<file path="src/rtl/wallace_pkg.sv">
// Shared types, default widths and width helpers for the Wallace MAC accumulator.
package wallace_pkg;

    typedef enum logic {
        ACCUM = 1'b0,
        HOLD  = 1'b1
    } state_t;

    localparam int PROD_W_DEF = 8;
    localparam int ACC_W_DEF  = 16;

    // Width of a counter that must hold 0..n-1; never narrower than one bit.
    function automatic int cnt_width(input int n);
        if (n <= 2) begin
            return 1;
        end
        return $clog2(n);
    endfunction

endpackage

</file>
<file path="src/rtl/sat_add.sv">
// Saturating adder: ACC_W-bit accumulator plus a zero-extended PROD_W addend.
module sat_add #(
    parameter int ACC_W  = 16,
    parameter int PROD_W = 8
) (
    input  logic [ACC_W-1:0]  acc,
    input  logic [PROD_W-1:0] addend,
    output logic [ACC_W-1:0]  sum,
    output logic              ovf
);

    logic [ACC_W:0] wide_sum;

    // One extra carry bit catches overflow; on overflow clamp to all ones.
    always_comb begin
        wide_sum = (ACC_W + 1)'(acc) + (ACC_W + 1)'(addend);
        ovf      = wide_sum[ACC_W];
        sum      = wide_sum[ACC_W] ? {ACC_W{1'b1}} : wide_sum[ACC_W-1:0];
    end

endmodule

</file>
<file path="src/rtl/wallace_mac_acc.sv">
// Dot-product engine: sums COUNT consecutive multiplier products into a
// saturating accumulator and presents each finished sum on a valid/ready port.
//
// Handshakes: a transfer happens on a rising edge where valid and ready are
// both high. The input side may drop In_Valid at any time; Out_Valid, once
// raised, stays high with Acc_Out/Ovf stable until Out_Ready is seen or Clear
// flushes the pending result.
module wallace_mac_acc
    import wallace_pkg::*;
#(
    parameter int PROD_W = PROD_W_DEF,
    parameter int ACC_W  = ACC_W_DEF,
    parameter int COUNT  = 4
) (
    input  logic              Clk,
    input  logic              Rst_n,
    input  logic [PROD_W-1:0] Prod,
    input  logic              In_Valid,
    output logic              In_Ready,
    input  logic              Clear,
    output logic [ACC_W-1:0]  Acc_Out,
    output logic              Ovf,
    output logic              Out_Valid,
    input  logic              Out_Ready,
    output state_t            Dbg_State
);

    localparam int              CNT_W = cnt_width(COUNT);
    localparam logic [CNT_W-1:0] LAST = CNT_W'(COUNT - 1);

    state_t           state;
    logic [ACC_W-1:0] acc;
    logic [CNT_W-1:0] count;
    logic             sticky;
    logic             ready_en;
    logic [ACC_W-1:0] acc_sum;
    logic             add_ovf;
    logic             accept;

    sat_add #(
        .ACC_W  (ACC_W),
        .PROD_W (PROD_W)
    ) u_sat_add (
        .acc    (acc),
        .addend (Prod),
        .sum    (acc_sum),
        .ovf    (add_ovf)
    );

    // ready_en keeps In_Ready low while reset is held and until the first edge after release.
    assign In_Ready  = ready_en && (state == ACCUM) && !Clear;
    assign accept    = In_Valid && In_Ready;
    assign Dbg_State = state;

    // Batch FSM: accumulate COUNT products, hold the result until taken; Clear wins over everything.
    always_ff @(posedge Clk or negedge Rst_n) begin
        if (!Rst_n) begin
            state     <= ACCUM;
            acc       <= '0;
            count     <= '0;
            sticky    <= 1'b0;
            ready_en  <= 1'b0;
            Acc_Out   <= '0;
            Ovf       <= 1'b0;
            Out_Valid <= 1'b0;
        end else begin
            ready_en <= 1'b1;
            if (Clear) begin
                state     <= ACCUM;
                acc       <= '0;
                count     <= '0;
                sticky    <= 1'b0;
                Out_Valid <= 1'b0;
            end else begin
                case (state)
                    ACCUM: begin
                        if (accept) begin
                            if (count == LAST) begin
                                Acc_Out   <= acc_sum;
                                Ovf       <= sticky | add_ovf;
                                Out_Valid <= 1'b1;
                                state     <= HOLD;
                                acc       <= '0;
                                count     <= '0;
                            end else begin
                                acc    <= acc_sum;
                                count  <= count + 1'b1;
                                sticky <= sticky | add_ovf;
                            end
                        end
                    end
                    HOLD: begin
                        if (Out_Valid && Out_Ready) begin
                            Out_Valid <= 1'b0;
                            sticky    <= 1'b0;
                            state     <= ACCUM;
                        end
                    end
                    default: state <= ACCUM;
                endcase
            end
        end
    end

endmodule

</file>
<file path="config.mk">
export PLATFORM = sky130hd
export DESIGN_NAME = wallace_mac_acc
export DESIGN_NICKNAME = d
export VERILOG_FILES = /design/src/rtl/wallace_pkg.sv /design/src/rtl/sat_add.sv /design/src/rtl/wallace_mac_acc.sv
export SDC_FILE = /design/constraint.sdc
export NUM_CORES = 1
export LEC_CHECK = 0
export BUFFER_PORTS_ARGS = -buffer_cell sky130_fd_sc_hd__buf_2
export CORE_UTILIZATION = 60
export DETAILED_ROUTE_END_ITERATION = 7
export PLACE_DENSITY = 0.81
export SLEW_MARGIN = 15
export SYNTH_ARGS = -nofsm -noshare
export SYNTH_HDL_FRONTEND = slang
export SYNTH_SLANG_ARGS = --single-unit
</file>
<file path="constraint.sdc">
create_clock -name Clk -period 4.2 [get_ports Clk]
set_input_delay 0.63 -clock Clk [delete_from_list [all_inputs] [get_ports Clk]]
set_output_delay 0.63 -clock Clk [all_outputs]
set_load 0.01 [all_outputs]
</file>
* After elaboration in Yosys (flattened, before gate mapping) *
Index checks and enable logic that the tools add are counted.

word-level totals
  output and inout port bits = 20
  register bits = 39

operators by class
  bitwise logic cells = 3
  equality and inequality tests = 6
  muxes and demuxes = 23
  reductions and logical operators = 10
  $add $sub $neg = 2

operators by type and width
  operator                                                         count
  16-bit two-way mux                                               5
  16-bit by 8-bit adder with 17-bit output                         1
  1-bit two-way mux                                                11
  2-bit two-way mux                                                4
  3-bit by 2-bit != test with 1-bit output, second input constant  2
  3-bit != test, second input constant                             2
  1-bit case mux with 2 select lines                               3
  3-bit AND reduction                                              2
  1-bit logical AND                                                4
  4-bit AND reduction                                              1
  2-bit by 1-bit adder with 2-bit output, second input constant    1
  2-bit == test, second input constant                             1
  2-bit != test, second input constant                             1
  1-bit inverter                                                   2
  2-bit AND reduction                                              1
  2-bit nonzero test                                               1
  1-bit logical NOT                                                1
  1-bit bitwise OR                                                 1

* Longest topological paths before layout *
  word-level depth = 7
  depth in mapped cells = 8
  depth with buffers taken out = 7

* Hierarchy *
A second synthesis with hierarchy kept.

second synthesis, totals
  cells, all modules = 189
  area total of the unflattened synthesis = 2199.6 µm²

modules (own cells, without submodules)
  module           seq. area each (µm²)  cells each  area an instance (µm²)  times used
  wallace_mac_acc  975.9                 98          1520.2                  1
  sat_add          0.0                   91          679.4                   1

* Worst setup path before layout *
OpenSTA, ideal clock, no wires.

  kind = input -> register
  from = input Prod[0]
  to = register acc[10]
  setup time = 0.104 ns
  path buffers = 1
  stages on the path = 8
  data required time = 4.096 ns
  arrival time = 2.376 ns
  path slack = 1.720 ns
  cells stage by stage = ha_1 -> fa_1 -> a211oi_1 -> o21a_1 -> buf_2 -> a21oi_2 -> a31o_2 -> a221oi_1

between the ends
  word-level cells in the longest chain between the ends = 6

ends and longest elaborated chain
  what                                      RTL line               RTL
  from (decl)                               wallace_mac_acc.sv:17  input logic [PROD_W-1:0] Prod,
  16-bit by 8-bit adder with 17-bit output  sat_add.sv:16          wide_sum = (ACC_W + 1)'(acc) + (ACC_W + 1)'(addend);
  16-bit two-way mux                        sat_add.sv:18          sum = wide_sum[ACC_W] ? {ACC_W{1'b1}} : wide_sum[ACC_W-1:0];
  16-bit two-way mux                        wallace_mac_acc.sv:78  if (count == LAST) begin
  16-bit two-way mux                        wallace_mac_acc.sv:77  if (accept) begin
  16-bit two-way mux                        wallace_mac_acc.sv:75  case (state)
  16-bit two-way mux                        wallace_mac_acc.sv:68  if (Clear) begin
  to (signal assigned)                      wallace_mac_acc.sv:86  acc <= acc_sum;
  to (decl)                                 wallace_mac_acc.sv:32  logic [ACC_W-1:0] acc;

Every way passes these cells. The select of a mux whose other input is x is not followed.
A chain may end at the register's enable or synchronous reset.

* Worst setup path in the final report *
Ends and elaborated chain as after synthesis.

==> summary.md <==
| Metric | Value |
|---|---|
| Async SR Flop Fraction | `100.0%` |
| Sequential area share after synthesis | `43.53%` |
| Worst-margin pin slew | `about 1.1 ns` |
| DRC violations left | `0` |
| Max FO, Critical Path | `10` |
| Reg area | `975.9 um^2` |
| Longest Clk Path Bufs | `2` |
| Share of cells above drive strength 1 | `approximately 19%` |
| Layout Area Growth over Synthesis | `9.989%` |
| Clk root buf | `clkbuf_8` |
| Synthesized cell area | `0.002242 mm^2` |
| Routed Antenna Nets | `0` |
| Vias in the first global route | `1752` |
| Fin nets | `286` |
| Setup WS post-layout | `1.705 ns` |
| Vias/cell | `5.994` |
| FMAX | `about 400 MHz` |
| Post-CTS sizing | `0` |
| Synth warn | `0` |
| Die X | `63.13 um` |
| Slowest-stage cell, CP | `fa_1` |
| Setup TNS | `0 ns` |
| Clock transition at path regs | `0.07 ns` |
| Synthesized instance count | `238` |
| Net Count, Synth | `261` |
| Clk_lat worst skew | `between 0.2 and 0.3 ns` |
| Via count | `1852` |
| Multi-input gate area in the final layout | `~0.0012 mm^2` |
| Worst VDD drop | `0.2617 mV` |
| N_diodes | `0` |
| Yosys top cell by area | `dfrtp_1` |
| Synth top area share | `between 40% and 50%` |
| Hold Vio Cnt, Final | `0` |
| Slew Viols, Final | `0` |
| All-Layer GR Usage | `24.86%` |
| Layout Utilization | `between 70 and 80%` |
| Startpoint types | `input pin` |
| Top post-synthesis cells by area | `dfrtp_1 (44%), ha_1 (5.0%), a21oi_1 (4.7%), nand2_1 (4.7%), o21ai_0 (4.0%)` |
| # rows | `21` |
| Worst Skew | `0.003302 ns` |
| CP arrival | `2.69 ns` |
| Finished Layout Cells | `309` |
| Filler cell count | `292` |
| Iteration-0 DRC Markers | `108` |
| Delay-heaviest family, CP | `compound AO/OA/AOI/OAI gates` |
| Final WL | `roughly 4400 um` |
| Antenna violations before repair | `0` |
| Crit path time final | `2.495 ns` |
| Final Cycle Share | `59.42%` |
| CP Capture Type | `flip-flop` |
| Slew HR | `between 20% and 30%` |
| CTS buffer count | `5` |
| Max Cap Viol | `0` |
| Boundary Pins | `33` |
| Leakage | `1.184 nW` |
| Core area | `0.003468 mm^2` |
| Syn_area_per_cell | `~9.4 um^2` |
| RSZ-0062 raised after global routing | `false` |
| Die ar. | `0.003985 mm^2` |
| # Post-CTS Setup Buffers | `0` |
| Hpwl dp | `3035 um` |
| Most frequent cells in the layout | `dfrtp_1 (39), buf_2 (32), nand2_1 (28)` |
| Placer Congestion | `roughly 0.77` |
| First-pass GRT wire length | `a little under 8000 um` |
| Dominant synthesized flop cell | `dfrtp_1` |
| Crit path cell chain | `buf_2 -> ha_1 -> fa_1 -> a211oi_1 -> o21a_1 -> a21oi_2 -> a31o_2 -> a221oi_1` |
| IO buf count | `32` |
| Final setup fails | `0` |
| Synth unique cells | `50` |
| TritonCTS Sinks | `39` |
| CP Buf/Inv Count | `1` |
| Worst EP required | `between 4 and 5 ns` |
| Power Density | `304.2 mW/mm^2` |
| # hold bufs at CTS | `0` |
| DP Cell Count | `between 300 and 400` |
| Die height | `roughly 63 um` |
| Initial core utilization | `64.65%` |
| Worst min-delay path category | `input pin to asynchronous set/reset pin` |
| CTS tree | `yes` |
| CP Class | `input pin to flip-flop` |
| Routed wire per std cell | `14.18 um` |
| Number of synthesized flops with an enable pin | `0` |
| H-tree depth | `2` |
| Commonest non-fill, non-tap cell in the layout | `dfrtp_1` |
| Initial DRT Pass Iterations | `4` |
| Status | `finished clean` |
| Grt ovf | `0` |
| Yosys reg bits | `39` |
| Max stage delay on crit path | `0.43 ns` |
| Pin count of the biggest net entering global routing | `40` |
| Worst slack at placement | `1.432 ns` |
==> flip-flops by register name, summed over array words and instances, names as in the netlist <==
signal	cells
Dbg_State	1
Acc_Out	16
ready_en	1
acc	16
Out_Valid	1
count	2
Ovf	1
sticky	1
==> path summary, 6_finish.rpt <==
| kind | startpoint | end | slack [ns] | cells after the start |
|---|---|---|---|---|
| min | Rst_n | Acc_Out[6] | 0.44 | 1 |
| min in group Clk | Acc_Out[10] | Acc_Out[10] | 0.47 | 2 |
| max in group asynchronous | Rst_n | acc[15] | 3.22 | 1 |
| max reg2reg | acc[0] | acc[10] | 1.76 | 7 |
| max | Prod[0] | acc[10] | 1.70 | 8 |
| min reg2reg | Acc_Out[10] | Acc_Out[10] | 0.47 | 2 |
==> synthesized netlist by cell type (3+ instances only) <==
cell / count
o31ai_1: 5
buf_6: 3
a31o_2: 3
and3_1: 4
inv_1: 3
and4_1: 3
xnor2_1: 5
nand2_1: 28
o2bb2ai_1: 3
o211ai_1: 5
o21ai_0: 18
clkbuf_1: 8
nand4_1: 4
nor2_1: 19
a21oi_1: 21
nor3_1: 5
nand3_1: 6
a211oi_1: 3
ha_1: 9
dfrtp_1: 39
a31oi_1: 3
a21o_1: 4
==> final cells by class <==
class	instances	share of cell area, %
repair buffers	32	6.494
flip-flops and latches	39	39.57
clock buffers	6	3.349
clock inverters	1	0.2029
inverters	3	0.4566
well taps	46	2.334
multi-input cells	182	47.59
==> stage by stage <==
| stage | hold WS [ns] | area [um^2] | power, mW |
|---|---|---|---|
| after global placement | 0.4545 | 2379 | 0.5013 |
| final | 0.4421 | 2466 | 0.7501 |
| after CTS | 0.4697 | 2466 | 0.7591 |
| after floorplan | 0.3344 | 2242 | 0.4735 |
| after global routing | 0.5033 | 2466 | 0.7875 |
| after detailed placement | 0.4616 | 2379 | 0.5039 |
==> logic make-up after synthesis <==
| group | count (synthesis) | synth area share, % |
|---|---|---|
| AND/OR/NAND/NOR | 84 | 19.31 |
| buffers and inverters | 17 | 4.130 |
| other | 1 | 0.1673 |
| flip-flops | 39 | 43.53 |
| adder cells (fa/ha/maj) | 10 | 5.915 |
| multiplexers | 1 | 0.4464 |
| XOR/XNOR | 7 | 2.734 |
| AO/OA/AOI/OAI | 79 | 23.77 |
==> worst reg2reg max path, cell delays in order, from the launching register on <==
cell      delay, ns
dfrtp_1        0.38
ha_1           0.22
fa_1           0.43
a211oi_1       0.27
o21a_1         0.34
a21oi_2        0.19
a31o_2         0.28
a221oi_1       0.23
==> power by group <==
group          switching (mW)  total (mW)  internal [mW]
registers             0.00695       0.394          0.387
clock network           0.124       0.253          0.129
logic                  0.0636       0.104         0.0402
==> layer usage <==
metal | vias to the layer above | routed length (um) | GRT usage, %
met1 | 883 | 2080 | 34.20
met3 | 6 | 243 | 6.159
met2 | 47 | 2000 | 37.37
met4 | 0 | 57 | 10.17
li1 | 916 | - | -
met5 | - | 0 | 0
No activity file was read; power rests on OpenSTA's default activity.
